**src/rtl/mm_arb_pkg.sv**
```systemverilog
// Shared arbitration helpers for the MM bridging family.
// rr_pick is written against a fixed maximum width so that any arbiter can call it.
package mm_arb_pkg;

  localparam int MAX_CHANNELS = 64;
  localparam int MAX_CWIDTH   = 6;

  typedef struct packed {
    logic                  found;
    logic [MAX_CWIDTH-1:0] idx;
  } rr_pick_t;

  // Returns the first set bit of req[channels-1:0], searching upward from start
  // and wrapping. The loop runs downward so the smallest offset is the last one
  // written, which avoids an early exit.
  function automatic rr_pick_t rr_pick(input logic [MAX_CHANNELS-1:0] req,
                                       input int                      channels,
                                       input int                      start);
    rr_pick_t res;
    int       pos;
    res = '0;
    for (int k = MAX_CHANNELS - 1; k >= 0; k--) begin
      if (k < channels) begin
        pos = (start + k) % channels;
        if (req[pos[MAX_CWIDTH-1:0]]) begin
          res.found = 1'b1;
          res.idx   = pos[MAX_CWIDTH-1:0];
        end
      end
    end
    return res;
  endfunction

endpackage

```
**src/rtl/mm_rr_picker.sv**
```systemverilog
// Combinational round-robin picker: first requester at or after start, with wrap.
// CHANNELS must not exceed mm_arb_pkg::MAX_CHANNELS.
module mm_rr_picker
  import mm_arb_pkg::*;
#(
  parameter int CHANNELS = 4,
  localparam int CWIDTH  = $clog2(CHANNELS)
) (
  input  logic [CHANNELS-1:0] req,
  input  logic [CWIDTH-1:0]   start,
  output logic                found,
  output logic [CWIDTH-1:0]   idx
);

  rr_pick_t pick;

  always_comb begin
    pick  = rr_pick(MAX_CHANNELS'(req), CHANNELS, int'(start));
    found = pick.found;
    idx   = pick.idx[CWIDTH-1:0];
  end

endmodule

```
**src/rtl/mm_rr_arbiter.sv**
```systemverilog
// Round-robin arbiter connecting CHANNELS MM masters to a single MM slave.
// The grant is held through slave stalls and released on completion or abandon.
module mm_rr_arbiter
  import mm_arb_pkg::*;
#(
  parameter int AWIDTH   = 8,
  parameter int DWIDTH   = 8,
  parameter int CHANNELS = 4,
  localparam int CWIDTH  = $clog2(CHANNELS)
) (
  input  logic                       reset,
  input  logic                       clk,
  input  logic [CHANNELS*AWIDTH-1:0] s_addr,
  input  logic [CHANNELS-1:0]        s_wreq,
  input  logic [CHANNELS*DWIDTH-1:0] s_wdat,
  input  logic [CHANNELS-1:0]        s_rreq,
  output logic [CHANNELS*DWIDTH-1:0] s_rdat,
  output logic [CHANNELS-1:0]        s_busy,
  output logic [AWIDTH-1:0]          m_addr,
  output logic                       m_wreq,
  output logic [DWIDTH-1:0]          m_wdat,
  output logic                       m_rreq,
  input  logic [DWIDTH-1:0]          m_rdat,
  input  logic                       m_busy,
  output logic [CWIDTH-1:0]          m_chan
);

  logic                gvalid_reg;
  logic [CWIDTH-1:0]   grant_reg;
  logic [CWIDTH-1:0]   last_reg;

  logic [CHANNELS-1:0] req;
  logic                cur_req;
  logic                release_grant;
  logic [CWIDTH-1:0]   start;
  logic                pick_found;
  logic [CWIDTH-1:0]   pick_idx;

  function automatic logic [CWIDTH-1:0] next_chan(input logic [CWIDTH-1:0] c);
    return (c == CWIDTH'(CHANNELS - 1)) ? '0 : c + 1'b1;
  endfunction

  assign req = s_wreq | s_rreq;

  // While granted, last_reg is about to become grant_reg, so the search base
  // comes straight from the grant and the current owner lands at lowest priority.
  assign start = gvalid_reg ? next_chan(grant_reg) : next_chan(last_reg);

  mm_rr_picker #(
    .CHANNELS (CHANNELS)
  ) u_picker (
    .req   (req),
    .start (start),
    .found (pick_found),
    .idx   (pick_idx)
  );

  // NOTE: every output gets a default before the mux so no latch is inferred.
  always_comb begin
    m_addr  = '0;
    m_wdat  = '0;
    m_wreq  = 1'b0;
    m_rreq  = 1'b0;
    m_chan  = '0;
    s_busy  = '1;
    s_rdat  = '0;
    cur_req = 1'b0;
    if (gvalid_reg) begin
      m_chan = grant_reg;
      for (int i = 0; i < CHANNELS; i++) begin
        if (grant_reg == CWIDTH'(i)) begin
          m_addr                     = s_addr[i*AWIDTH +: AWIDTH];
          m_wdat                     = s_wdat[i*DWIDTH +: DWIDTH];
          m_wreq                     = s_wreq[i];
          m_rreq                     = s_rreq[i];
          s_busy[i]                  = m_busy;
          s_rdat[i*DWIDTH +: DWIDTH] = m_rdat;
          cur_req                    = req[i];
        end
      end
    end
  end

  // Completion and abandon share the same re-arbitration path.
  assign release_grant = gvalid_reg & (~cur_req | ~m_busy);

  // NOTE: state registers use non-blocking assignments so every register
  // samples the pre-edge values regardless of statement order.
  always_ff @(posedge clk) begin
    if (reset) begin
      gvalid_reg <= 1'b0;
      grant_reg  <= '0;
      last_reg   <= CWIDTH'(CHANNELS - 1);
    end else if (!gvalid_reg) begin
      if (pick_found) begin
        gvalid_reg <= 1'b1;
        grant_reg  <= pick_idx;
      end
    end else if (release_grant) begin
      last_reg   <= grant_reg;
      gvalid_reg <= pick_found;
      if (pick_found) begin
        grant_reg <= pick_idx;
      end
    end
  end

endmodule

```
**config.mk**
```make
export PLATFORM = sky130hd
export DESIGN_NAME = mm_rr_arbiter
export DESIGN_NICKNAME = d
export VERILOG_FILES = /design/src/rtl/mm_arb_pkg.sv /design/src/rtl/mm_rr_picker.sv /design/src/rtl/mm_rr_arbiter.sv
export SDC_FILE = /design/constraint.sdc
export NUM_CORES = 1
export LEC_CHECK = 0
export BUFFER_PORTS_ARGS = -buffer_cell sky130_fd_sc_hd__buf_2
export CORE_MARGIN = 5
export CORE_UTILIZATION = 30
export CTS_CLUSTER_SIZE = 28
export DETAILED_ROUTE_END_ITERATION = 8
export GPL_TIMING_DRIVEN = 1
export PLACE_DENSITY = 0.71
export RECOVER_POWER = 25
export SLEW_MARGIN = 5
export SYNTH_ARGS = -nofsm -noshare
export SYNTH_HDL_FRONTEND = slang
export SYNTH_SLANG_ARGS = --single-unit
export TNS_END_PERCENT = 50
```
**constraint.sdc**
```tcl
create_clock -name clk -period 2.3 [get_ports clk]
set_input_delay 0 -clock clk [delete_from_list [all_inputs] [get_ports clk]]
set_output_delay 0 -clock clk [all_outputs]
set_load 0.02 [all_outputs]
```
==> results.yml, run 1 <==
setup_path:
  critPathRequiredTime_ns: 2.41
  slowest_stage: "dfxtp_1"
  path_buf_inv: 2
  worstSetupPathType: "flop to flop"
  critPathLaunchType: "flop"
  crit_chain: "inv_1 > ha_2 > nor2b_4 > buf_12 > a22o_4 > o31ai_4 > nand2_2 > a211o_1"
  critPathMaxFanout: 19
  cp.arrival_ns: 2.21
  r2r_cells: 8
  worst-path-stages: 8
  slowest_delay_ns: 0.41
  endpoint_kind: "flop"
  crit_family: "compound AO/OA/AOI/OAI gates"
  rrSetupSlack_ns: 0.20
routing:
  dr.first_iter.drc_count: 119
  drt_wl_total_mm: 5.60
  dr_total_vias: 1993
  wire_per_inst_um: 14.6
  firstDrtPassIters: 4
  drt.antenna.violating_nets: 0
  drcViolationCount: 0
  avgViaCountPerCell: 5.19
clock_tree:
  clockBufferDepth: 2
  postCtsHoldBufs: 0
  cts_sinks: 5
  root_buffer: "clkbuf_8"
  htreeDepth: 1
  numCtsBuffers: 3
  clock_latency_ns: 0.22
  path_clk_slew_ns: 0.03
  cts_tree: "yes"
die:
  start_util: 0.306
  die_area_um2: 5800
  dieHeight_um: 76.2
  ios: 139
  fp.dieW_um: 76.2
  coreArea_um2: 4290
  fp-row-count: 24
power_and_ir_drop:
  power.leakage_uw: 0.00117
  cellPowerDensity_nw_per_um2: 642
  peakVddDrop_mv: 0.186
synthesis:
  synth_edf_count: 0
  synthArstFlopShare: 0
  ys_warn_count: 0
  synth_commonest_cells: "and3_1 (34), nor2_1 (24), a21oi_1 (21)"
  synth_ff_type: "dfxtp_1"
  synth_largest_type_area_fraction: 0.162
  synth_cell_types: 36
  syn_nets: 291
  yosys-top-cells-area: "and3_1 (16%), a221oi_1 (12%), nor2b_1 (9.5%)"
  yosysMostFrequentCell: "and3_1"
  synth_area_per_cell_um2: 6.44
  synth_top_area_cell: "and3_1"
  netlist_instances: 204
  ys_ff_latch: 5
  syn_area_um2: 1310
  ys_seq_area_frac: 0.0762
timing:
  worst_pin_slew_ns: 0.931
  relSlewSlack: 0.379
  fin_tns_setup_ns: 0
  skew_ns: 0.00117
  hold_violations: 0
  drv_slew: 0
  min_period_over_period: 0.912
  setup_viol: 0
  rsz0062_at_grt: "false"
  period_needed_ns: 2.10
  max_freq_ghz: 0.476
global_route:
  antenna_found_initial: 0
  grt_usage: 0.179
  grt_first_pass_wirelength_mm: 9.07
  grt_max_degree: 40
  grt_overflow: 0
  grt_pass1_vias: 1882
worst_hold_path:
  min_path_type: "primary input to flop"
  worstHoldPathCells: 2
placed_design:
  place.detailed.hpwl_mm: 4.39
  io_buffers: 138
  place_congestion: 0.818
final_layout:
  final_layout_size_suffix_gt1_frac: 0.428
  nNetsFinal: 420
  syn2layout_area_growth_pct: 57.9
  post-route-util: 0.483
  antennaDiodeCount: 0
run_status:
  run_status: "finished, final reports clean"
run:
  drv_cap: 0
[power breakdown]
group | switching [uW] | internal [uW]
sequential | 17.9 | 101
combinational | 608 | 439
clock | 46.6 | 119
[cell usage in the layout, fill, tap and decap left out, types with 2 or more instances in the layout]
cell type  instances
a211o_1            2
a221oi_1          18
dfxtp_1            5
nor2_1            24
a21oi_1           21
nor3_1            19
o21ai_0            3
inv_1              3
buf_4              5
clkbuf_8           3
clkbuf_1          14
nor2b_1           20
nand3b_1           4
or2_1              2
nand2_1            5
and3_1            34
buf_2            126
ha_1               3
[cell families after synthesis]
logic type               Yosys count  synth area share
AO/OA/AOI/OAI                     55             0.314
AND/OR/NAND/NOR                  114             0.481
flip-flops                         5            0.0762
multiplexers                       1           0.00762
buffers and inverters             24            0.0762
XOR/XNOR                           1           0.00667
adder cells (fa/ha/maj)            4            0.0381
[what timing repair did]
item                       in CTS  in global routing
buffers inserted                0                  1
gates resized for setup         0                  1
setup endpoints to repair       0                 20
[area by class of cell]
type                            count  area (um^2)
Clock buffer                        4         45.0
Fill cell                         469         2220
Inverter                            3         11.3
Timing Repair Buffer              145          737
Tap cell                           52         65.1
Sequential cell                     5          100
Multi-Input combinational cell    175         1120
[metrics by stage]
stage / hold slack (ns) / total power, uW / cells / worst slack (ns) / area, um^2
after floorplan: 0.0716 / 852 / 204 / 0.382 / 1310
after global placement: 0.234 / 1130 / 379 / 0.225 / 2030
after detailed placement: 0.244 / 1140 / 379 / 0.166 / 2030
after CTS: 0.0108 / 1310 / 383 / 0.108 / 2070
after global routing: 0.0185 / 1460 / 384 / 0.0745 / 2070
final: 0.0127 / 1330 / 384 / 0.201 / 2070
[path summary, 6_finish.rpt]
kind	startpoint	endpoint
max	grant_reg[0]	last_reg[1]
min	reset	grant_reg[0]
max reg2reg	grant_reg[0]	last_reg[1]
min reg2reg	last_reg[1]	last_reg[1]
[metal layers]
layer | part of all wire | routed length [um] | GRT usage | up-vias
met5 | 0 | 0 | 0 | -
met2 | 0.47 | 2640 | 0.309 | 92
met3 | 0.079 | 444 | 0.0496 | 10
met4 | 0.015 | 85 | 0.0420 | 0
li1 | - | - | - | 1013
met1 | 0.43 | 2420 | 0.219 | 878
Note: power is estimated with default switching activity, not from simulation.
==> run 2: changes to the inputs <==
CTS_BUF_LIST = sky130_fd_sc_hd__clkbuf_4 sky130_fd_sc_hd__clkbuf_8   (was not set)
==> results.yml, run 2 (synthesis results as in run 1) <==
timing:
  rsz0062_at_grt: "false"
  drv_slew: 0
  holdWs_ns: 0.0115
  worst_pin_slew_ns: 0.925
  setup_viol: 0
  fin_tns_setup_ns: 0
  relSlewSlack: 0.383
  skew_ns: 0.00174
  min_period_over_period: 0.912
  max_freq_ghz: 0.477
  period_needed_ns: 2.10
  hold_violations: 0
  fin_ws_ns: 0.203
run_status:
  run_status: "finished, final reports clean"
clock_tree:
  postCtsHoldBufs: 0
  clock_latency_ns: 0.23
  cts_sinks: 5
  clockBufferDepth: 2
  numCtsBuffers: 3
  root_buffer: "clkbuf_8"
  cts_tree: "yes"
  path_clk_slew_ns: 0.03
  htreeDepth: 1
setup_path:
  endpoint: "last_reg[1]"
  r2r_cells: 8
  worstSetupPathType: "flop to flop"
  slowest_stage: "dfxtp_1"
  rr_endpoint: "last_reg[1]"
  critPathMaxFanout: 19
  critPathLaunchType: "flop"
  cp.arrival_ns: 2.21
  rrSetupSlack_ns: 0.20
  endpoint_kind: "flop"
  critPathRequiredTime_ns: 2.41
  crit_start: "grant_reg[0]"
  timing.rr.start: "grant_reg[0]"
  crit_chain: "inv_1 > ha_2 > nor2b_4 > buf_12 > a22o_4 > o31ai_4 > nand2_2 > a211o_1"
  slowest_delay_ns: 0.41
power_and_ir_drop:
  p_comb_frac: 0.779
  cellPowerDensity_nw_per_um2: 647
  swShare: 0.501
  p_int_uw: 671
  power.switching_uw: 674
  peakVddDrop_mv: 0.200
  clkPwrFrac: 0.133
  power.leakage_uw: 0.00117
  p_seq_frac: 0.088
final_layout:
  layout_common_cells: "buf_2 (126), and3_1 (34), nor2_1 (24), a21oi_1 (21), nor2b_1 (20)"
  design_area_um2: 2080
  final_common_cell: "buf_2"
  final_layout_size_suffix_gt1_frac: 0.431
  syn2layout_area_growth_pct: 58.2
  multi_input_area_um2: 1120
  seq_area_um2: 100
  antennaDiodeCount: 0
  nFillCells: 471
  stdcell_count: 384
  nNetsFinal: 420
routing:
  firstDrtPassIters: 4
  dr_total_vias: 2009
  drt.antenna.violating_nets: 0
  drcViolationCount: 0
  wire_per_inst_um: 14.6
  drt_wl_total_mm: 5.61
  dr.first_iter.drc_count: 107
  avgViaCountPerCell: 5.23
worst_hold_path:
  min_path_type: "primary input to flop"
global_route:
  antenna_found_initial: 0
  grt_first_pass_wirelength_mm: 9.09
  grt_usage: 0.180
  grt_overflow: 0
  grt_pass1_vias: 1871
  grt_max_degree: 40
die:
  coreArea_um2: 4290
  fp-row-count: 24
  fp.dieW_um: 76.2
  die_area_um2: 5800
  start_util: 0.306
  dieHeight_um: 76.2
  ios: 139
run:
  drv_cap: 0
placed_design:
  placed_cells: 379
  dp_slack_ns: 0.166
  place_congestion: 0.818
  place.detailed.hpwl_mm: 4.39
  io_buffers: 138
  place_area_um2: 2030
-- run 2: what timing repair did --
item,4_1_cts,5_1_grt
endpoints found under the hold margin,0,0
gates resized for setup,0,1
endpoints found under the setup margin,0,20
setup buffers,0,1
-- run 2: power by group through the flow --
stage               clock network [uW]  logic, uW  registers (uW)
finish                             179       1050             119
global route                       189       1160             122
CTS                                179       1020             119
detailed placement                   0       1020             120
global placement                     0       1010             119
floorplan                            0        738             114
-- run 2: worst max-delay path, delay by kind of cell, from the launching register on --
family | cells | cell delay [ns]
simple gates | 2 | 0.25
flops | 1 | 0.41
fa+ha+maj | 1 | 0.25
buf+inv | 2 | 0.25
compound gates | 3 | 0.82
-- run 2: how the worst min path moves through the flow --
stage / start / endpoint / cells after the start
3_3_place_gp: reset / gvalid_reg / 2
6_report: reset / grant_reg[0] / 2
5_1_grt: reset / gvalid_reg / 2
4_1_cts: reset / grant_reg[0] / 2
3_5_place_dp: reset / grant_reg[0] / 2
2_1_floorplan: reset / gvalid_reg / 1
-- run 2: cell type report --
class,instances,area share
multi-input combinational,175,0.537
sequential,5,0.0482
clock buffer,4,0.0235
inverter,3,0.00542
tap,52,0.0313
timing repair buffer,145,0.355
-- run 2: per-layer routing --
metal | wire [um] | share of wire | track usage | vias to the layer above
li1 | - | - | - | 1015
met1 | 2420 | 0.43 | 0.220 | 892
met2 | 2640 | 0.47 | 0.309 | 92
met3 | 468 | 0.083 | 0.0496 | 10
met4 | 85 | 0.015 | 0.0420 | 0
met5 | 0 | 0 | 0 | -
-- run 2: stage by stage --
step	util	total power (uW)
2_1_floorplan	-	852
3_3_place_gp	0.472	1130
3_5_place_dp	0.472	1140
4_1_cts	0.483	1320
5_1_grt	0.484	1470
6_report	0.484	1350
==> run 3: changes to the inputs <==
BUFFER_PORTS_ARGS = -buffer_cell sky130_fd_sc_hd__clkbuf_2   (was -buffer_cell sky130_fd_sc_hd__buf_2)
CORE_ASPECT_RATIO = 1.5   (was not set)
==> results.yml, run 3 (synthesis results as in run 1) <==
routing:
  avgViaCountPerCell: 5.22
  wire_per_inst_um: 14.6
  drcViolationCount: 0
  drt_wl_total_mm: 5.56
  firstDrtPassIters: 5
  dr.first_iter.drc_count: 75
  dr_total_vias: 1982
  drt.antenna.violating_nets: 0
setup_path:
  slowest_delay_ns: 0.41
  critPathLaunchType: "flop"
  endpoint_kind: "primary output"
  critPathMaxFanout: 18
  worst-path-stages: 9
  r2r_cells: 7
  critPathRequiredTime_ns: 2.30
  path_buf_inv: 3
  slowest_stage: "dfxtp_1"
  rrSetupSlack_ns: 0.38
  cp.arrival_ns: 2.06
  crit_family: "buffers and inverters"
  timing.rr.start: "grant_reg[0]"
  crit_chain: "inv_1 > ha_2 > nor2b_4 > buf_4 > a221oi_1 > nor3_1 > a21oi_1 > nor2_1 > clkbuf_2"
  worstSetupPathType: "flop to primary output"
  endpoint: "m_addr[1]"
  crit_start: "grant_reg[0]"
  rr_endpoint: "last_reg[0]"
global_route:
  grt_max_degree: 37
  antenna_found_initial: 0
  grt_first_pass_wirelength_mm: 8.78
  met1_usage: 0.200
  grt_busiest_layer: "met2"
  grt_pass1_vias: 1932
  grt_usage: 0.176
  met2_usage: 0.331
  grt_overflow: 0
  use_met3: 0.0235
timing:
  hold_violations: 0
  relSlewSlack: 0.350
  min_period_over_period: 0.894
  period_needed_ns: 2.06
  skew_ns: 0.000799
  max_freq_ghz: 0.486
  rsz0062_at_grt: "false"
  setup_viol: 0
  fin_tns_setup_ns: 0
  worst_pin_slew_ns: 0.976
  holdWs_ns: 0.0220
  drv_slew: 0
clock_tree:
  numCtsBuffers: 3
  postCtsHoldBufs: 0
  clock_latency_ns: 0.22
  post_cts_buffers: 0
  root_buffer: "clkbuf_8"
  htreeDepth: 1
  cts_resized: 0
  clockBufferDepth: 2
  cts_sinks: 5
  cts_tree: "yes"
  path_clk_slew_ns: 0.03
placed_design:
  io_buffers: 138
  placed_cells: 376
  place.detailed.hpwl_mm: 4.44
  place_congestion: 0.844
final_layout:
  seq_area_um2: 100
  antennaDiodeCount: 0
  final_layout_size_suffix_gt1_frac: 0.440
  layout_common_cells: "clkbuf_2 (127), and3_1 (34), nor2_1 (24), a21oi_1 (21), nor2b_1 (20)"
  nNetsFinal: 422
  final_common_cell: "clkbuf_2"
  syn2layout_area_growth_pct: 58.1
  stdcell_count: 380
  multi_input_area_um2: 1120
  post-route-util: 0.489
  nFillCells: 463
run_status:
  run_status: "finished, final reports clean"
die:
  coreArea_um2: 4250
  ios: 139
  die_area_um2: 5830
  start_util: 0.309
  fp-row-count: 29
  fp.dieW_um: 64.0
  dieHeight_um: 91.1
power_and_ir_drop:
  power.leakage_uw: 0.00117
  cellPowerDensity_nw_per_um2: 635
  peakVddDrop_mv: 0.460
worst_hold_path:
  min_path_type: "primary input to flop"
  worstHoldPathCells: 2
run:
  drv_cap: 0
run 3: how the worst min path moves through the flow:
stage          start            to  slack (ns)
2_1_floorplan  reset    gvalid_reg        0.07
4_1_cts        reset    gvalid_reg        0.02
5_1_grt        reset    gvalid_reg        0.02
6_report       reset    gvalid_reg        0.02
3_5_place_dp   reset    gvalid_reg        0.25
3_3_place_gp   reset  grant_reg[0]        0.24
run 3: routing by layer:
metal | up-vias | share of wire
li1 | 1019 | -
met1 | 876 | 0.38
met2 | 81 | 0.54
met3 | 6 | 0.069
met4 | 0 | 0.012
met5 | - | 0
run 3: final cells by class:
| type | count | share of cell area |
|---|---|---|
| Tap cell | 46 | 0.0277 |
| Multi-Input combinational cell | 175 | 0.539 |
| Timing Repair Buffer | 147 | 0.357 |
| Clock buffer | 4 | 0.0235 |
| Inverter | 3 | 0.00542 |
| Sequential cell | 5 | 0.0482 |
run 3: metrics by stage:
| step | setup slack (ns) | area, um^2 | total power, uW |
|---|---|---|---|
| 2_1_floorplan | 0.382 | 1310 | 852 |
| 3_3_place_gp | 0.361 | 2040 | 1150 |
| 3_5_place_dp | 0.311 | 2040 | 1160 |
| 4_1_cts | 0.148 | 2090 | 1340 |
| 5_1_grt | 0.0621 | 2080 | 1460 |
| 6_report | 0.243 | 2080 | 1320 |
run 3: where the power goes:
group          internal [uW]  leakage [uW]  switching [uW]
Sequential               101     0.0000418            17.1
Combinational            426       0.00110             604
Clock                    130     0.0000262            40.1
Total                    658       0.00117             662
